## src/rtl/da_dct8_stream.sv

```systemverilog
// 8-point DCT-II / transpose using bit-serial distributed arithmetic, MSB-first,
// with valid/ready handshakes on input and output.

module da_dct8_lane #(
    parameter int OUT_W = 21,
    parameter int IDX   = 0
) (
    input  logic                    clk,
    input  logic                    rst,
    input  logic                    clr,
    input  logic                    en,
    input  logic                    msb,
    input  logic                    mode,
    input  logic [7:0]              bits,
    output logic signed [OUT_W-1:0] nxt
);
    logic signed [OUT_W-1:0] acc;
    logic signed [OUT_W-1:0] p;

    function automatic logic signed [8:0] mag(int m);
        case (m)
            0:       mag = 9'sd256;
            1:       mag = 9'sd251;
            2:       mag = 9'sd237;
            3:       mag = 9'sd213;
            4:       mag = 9'sd181;
            5:       mag = 9'sd142;
            6:       mag = 9'sd98;
            default: mag = 9'sd50;
        endcase
    endfunction

    // cos((2n+1)k*pi/16) folded into the first quadrant of the 32-step circle
    function automatic logic signed [8:0] coef(int k, int n);
        int m;
        m = ((2 * n + 1) * k) % 32;
        if (m > 16) m = 32 - m;
        if (k == 0)      coef = 9'sd181;
        else if (m < 8)  coef = mag(m);
        else             coef = -mag(16 - m);
    endfunction

    always_comb begin
        p = '0;
        for (int j = 0; j < 8; j++)
            if (bits[j])
                p = p + (mode ? OUT_W'(coef(j, IDX)) : OUT_W'(coef(IDX, j)));
        nxt = msb ? -p : (acc <<< 1) + p;
    end

    always_ff @(posedge clk) begin
        if (rst)      acc <= '0;
        else if (clr) acc <= '0;
        else if (en)  acc <= nxt;
    end
endmodule

module da_dct8_stream #(
    parameter int IN_W  = 10,
    parameter int OUT_W = IN_W + 11
) (
    input  logic                    clk,
    input  logic                    rst,
    input  logic                    in_valid,
    output logic                    in_ready,
    input  logic                    mode,
    input  logic signed [IN_W-1:0]  a0, a1, a2, a3, a4, a5, a6, a7,
    output logic                    out_valid,
    input  logic                    out_ready,
    output logic signed [OUT_W-1:0] z0, z1, z2, z3, z4, z5, z6, z7,
    output logic                    busy
);
    localparam int CW = $clog2(IN_W);

    typedef enum logic [1:0] {IDLE, CALC, DONE} state_t;
    state_t state;

    logic [CW-1:0]               cnt;
    logic                        md;
    logic [7:0][IN_W-1:0]        xs;
    logic [7:0][OUT_W-1:0]       zr;
    logic [7:0][OUT_W-1:0]       nxt;
    logic [7:0]                  plane;
    logic                        accept, msb;

    assign accept = (state == IDLE) && in_valid;
    assign msb    = (cnt == CW'(IN_W - 1));

    // One bit-plane of all eight latched samples feeds every lane
    always_comb begin
        plane = '0;
        for (int j = 0; j < 8; j++) plane[j] = xs[j][cnt];
    end

    for (genvar i = 0; i < 8; i++) begin : g_lane
        da_dct8_lane #(.OUT_W(OUT_W), .IDX(i)) u_lane (
            .clk  (clk),
            .rst  (rst),
            .clr  (accept),
            .en   (state == CALC),
            .msb  (msb),
            .mode (md),
            .bits (plane),
            .nxt  (nxt[i])
        );
    end

    always_ff @(posedge clk) begin
        if (rst) begin
            state     <= IDLE;
            cnt       <= '0;
            md        <= 1'b0;
            xs        <= '0;
            zr        <= '0;
            in_ready  <= 1'b1;
            out_valid <= 1'b0;
            busy      <= 1'b0;
        end else begin
            case (state)
                IDLE: if (in_valid) begin
                    xs       <= {a7, a6, a5, a4, a3, a2, a1, a0};
                    md       <= mode;
                    cnt      <= CW'(IN_W - 1);
                    state    <= CALC;
                    in_ready <= 1'b0;
                    busy     <= 1'b1;
                end
                CALC: begin
                    cnt <= cnt - 1'b1;
                    // The bit-0 result goes straight to z; acc is not reread.
                    if (cnt == '0) begin
                        zr        <= nxt;
                        state     <= DONE;
                        out_valid <= 1'b1;
                    end
                end
                DONE: if (out_ready) begin
                    state     <= IDLE;
                    out_valid <= 1'b0;
                    in_ready  <= 1'b1;
                    busy      <= 1'b0;
                end
                default: state <= IDLE;
            endcase
        end
    end

    assign z0 = zr[0];
    assign z1 = zr[1];
    assign z2 = zr[2];
    assign z3 = zr[3];
    assign z4 = zr[4];
    assign z5 = zr[5];
    assign z6 = zr[6];
    assign z7 = zr[7];
endmodule

```

## config.mk

```make
export PLATFORM = sky130hd
export DESIGN_NAME = da_dct8_stream
export DESIGN_NICKNAME = d
export VERILOG_FILES = /design/src/rtl/da_dct8_stream.sv
export SDC_FILE = /design/constraint.sdc
export NUM_CORES = 2
export LEC_CHECK = 0
export BUFFER_PORTS_ARGS = -buffer_cell sky130_fd_sc_hd__buf_2
export CORE_ASPECT_RATIO = 1.4
export CORE_MARGIN = 5
export CORE_UTILIZATION = 25
export CTS_CLUSTER_SIZE = 30
export DETAILED_ROUTE_END_ITERATION = 8
export SETUP_SLACK_MARGIN = 0.3
export SYNTH_ARGS = -nofsm -noshare
export SYNTH_HDL_FRONTEND = slang
export SYNTH_SLANG_ARGS = --single-unit
```

## constraint.sdc

```tcl
create_clock -name clk -period 19.17 [get_ports clk]
set_clock_uncertainty 0.1 [all_clocks]
set_input_delay 1.917 -clock clk [delete_from_list [all_inputs] [get_ports clk]]
set_output_delay 1.917 -clock clk [all_outputs]
set_load 0.005 [all_outputs]
```

==> flow_summary.ini <==
[outcome]
outcome = complete, no violations

[worst_hold_path]
min_from = z0[20]
hold_depth = 2
min_path_type = reg -> reg
whs_endpoint = z0[20]

[synthesis]
synthesis.area_um2 = 49610
ys_warn_count = 0
netlist.top_cell.by_area = dfxtp_1
synth.distinct_cells = 122
synthTopCellsByArea = dfxtp_1 (17%), ha_1 (10%), xnor2_1 (8.3%)
netlist.area_leader.share = 0.1687
synth_edf_count = 0
syn_area_per_cell_um2 = 7.240
synthArstFlopShare = 0
synthFlopType = dfxtp_1
syn_inst = 6852
synth_seq_area_share = 0.1687
yosys_register_bits = 418

[clock_tree]
cts_tree = yes
cts.sinks = 418
cts_buffers = 45
cts_hold_buf = 0
insertion_delay_ns = 0.63
cts_max_level = 2
clockBufferDepth = 3
cts-root-buf = clkbuf_16
cts.reportedPaths.clkPinSlew_ns = 0.07
cts_setup_buffers = 0
post_cts_resized = 0

[sta]
fmax_mhz = 65.61
setup_tns_ns = 0
worst_pin_slew_ns = 1.155
slew_headroom = 0.2293
finalCriticalPeriod_ns = 15.24
setup_viol = 0
slew_viol_final = 0
post-route-period-util = 0.7951
hold_viol = 0
rsz0062_at_grt = false

[layout]
stdcell_area_um2 = 55070
layout-drive-gt1-share = 0.08553
area_delta_synth_final_pct = 11.01
nets = 7391
final_util = 0.2788

[critical_path]
reg2reg_to = g_lane[6].u_lane.acc[19]
rr_worst_depth = 59
crit_type = reg -> reg
path_delay_family = compound AO/OA/AOI/OAI gates
crit_path_max_incr_delay_ns = 0.93
reg2reg_from = cnt[0]
startpoint = cnt[0]
crit_top_cell = ha_1
cp-start-kind = register
crit_required_ns = 19.58
reg2reg_slack_ns = 3.93
critPathBufInv = 5
critPathArrivalTime_ns = 15.65
end_kind = register
crit_fanout = 40
cp_slowest_cell = a222oi_1

[global_route]
overflow = 0
antenna_found_initial = 6
grt_pass1_vias = 48880
grt_first_pass_wirelength_um = 271600
grt_max_degree = 169
grt_usage = 0.1585

[drt]
viasPerCell = 5.281
drt_iter0_drc = 2896
drc_errors = 0
firstDrtPassIters = 5
vias = 50400
wl_per_cell_um = 18.27
antenna_left = 0
drt_wl_total_um = 174400

[job]
cap_violations = 0

[floorplanning]
start_util = 0.2511
fp.dieH_um = 537.1
die_x_um = 386.5
rows = 193
core_area_um2 = 197500
io_pins = 256
fp.dieArea_um2 = 207600

[place]
post_dp_cell_area_um2 = 53520
dpl.hpwl_um = 134900
io_buffers = 255
gp_congestion = 0.9093

[pwr]
power_density_nw_per_um2 = 156.8
p_leak_nw = 22.15
ir_drop_v = 0.00008383
finalPower_w = 0.008637
[cells by family (layout without fill, tap and decap cells)]
| logic type | after synthesis | count (layout) | share of synthesized area |
|---|---|---|---|
| xor gates and xnor gates | 676 | 676 | 0.1219 |
| muxes | 125 | 125 | 0.02885 |
| AOI/OAI and AO/OA | 2244 | 2244 | 0.2986 |
| and+or+nand+nor | 2285 | 2285 | 0.2158 |
| DFF | 418 | 418 | 0.1687 |
| buffers and inverters | 671 | 727 | 0.05211 |
| adders and majority gates | 432 | 432 | 0.1139 |
| other | 1 | 4 | 0.00007559 |
[power breakdown]
| group | internal (W) | leakage (nW) | switching (W) |
|---|---|---|---|
| logic | 0.00249 | 18.0 | 0.00413 |
| clock network | 0.000551 | 0.752 | 0.000401 |
| registers | 0.000985 | 3.41 | 0.0000824 |
[worst min-delay path, delay by kind of cell (launching register included)]
family           cells  cell delay, ns
AO/OA/AOI/OAI        1            0.05
flip-flops           1            0.31
AND/OR/NAND/NOR      1            0.05
[synth_stat cells, types with 42 or more instances]
library cell and count:
a211oi_1 241, a21o_1 122, a21oi_1 642, a31oi_1 118, and2_1 58, and3_1 42, buf_1 52, clkbuf_1 255
dfxtp_1 418, ha_1 395, inv_1 324, mux2i_1 77, nand2_1 775, nand2b_1 59, nand3_1 145, nand4_1 43
nor2_1 634, nor2b_1 46, nor3_1 172, o211ai_1 60, o21a_1 84, o21ai_0 349, o21bai_1 125, o31ai_1 58
or3_1 76, xnor2_1 470, xor2_1 195
[flip-flops by register name, indices dropped and copies added, names as in the netlist]
name / count
g_lane.u_lane.acc: 160
xs: 80
z0: 21
z1: 21
z2: 21
z3: 21
z4: 21
z5: 21
z6: 21
z7: 21
cnt: 4
state: 2
busy: 1
in_ready: 1
md: 1
out_valid: 1
[final cells by class]
cell class	instances	area, um^2
Fill cell	21690	142500
Multi-Input combinational cell	5765	38800
Sequential cell	418	8374
Tap cell	2632	3293
Timing Repair Buffer	319	1817
Clock buffer	58	1237
Inverter	328	1236
Clock inverter	22	309.0
Antenna cell	1	2.502
[routing by layer]
metal,GRT usage,part of all wire,up-vias
li1,-,-,24920
met1,0.1869,0.43,23920
met2,0.2915,0.49,1218
met3,0.01708,0.040,341
met4,0.06676,0.044,4
met5,0,0.000080,-
[cells in the final DEF (no fill, tap or decap), types with 195 or more instances in the layout]
cell,synthesis,final
nand2_1,775,774
dfxtp_1,418,415
xor2_1,195,195
nor2_1,634,629
a21oi_1,642,642
buf_2,29,254
a211oi_1,241,241
inv_1,324,323
xnor2_1,470,470
o21ai_0,349,349
ha_1,395,395
[metrics by stage]
stage                     instances  hold slack, ns  worst slack (ns)
after global routing           9543          0.3694             2.720
after floorplan                6854          0.3318             2.667
after CTS                      9542          0.3519             3.810
final                          9543          0.3495             3.929
after detailed placement       9462          0.3446             3.874
after global placement         9462          0.3389             4.111
[worst max path at each step]
| stage | endpoint | depth (start not counted) | slack, ns |
|---|---|---|---|
| floorplan | g_lane[6].u_lane.acc[19] | 59 | 2.67 |
| global placement | g_lane[6].u_lane.acc[19] | 59 | 4.11 |
| detailed placement | g_lane[6].u_lane.acc[19] | 59 | 3.87 |
| CTS | g_lane[6].u_lane.acc[19] | 59 | 3.81 |
| global route | g_lane[6].u_lane.acc[19] | 59 | 2.72 |
| finish | g_lane[6].u_lane.acc[19] | 59 | 3.93 |
Power figures use the tool's default switching activity.
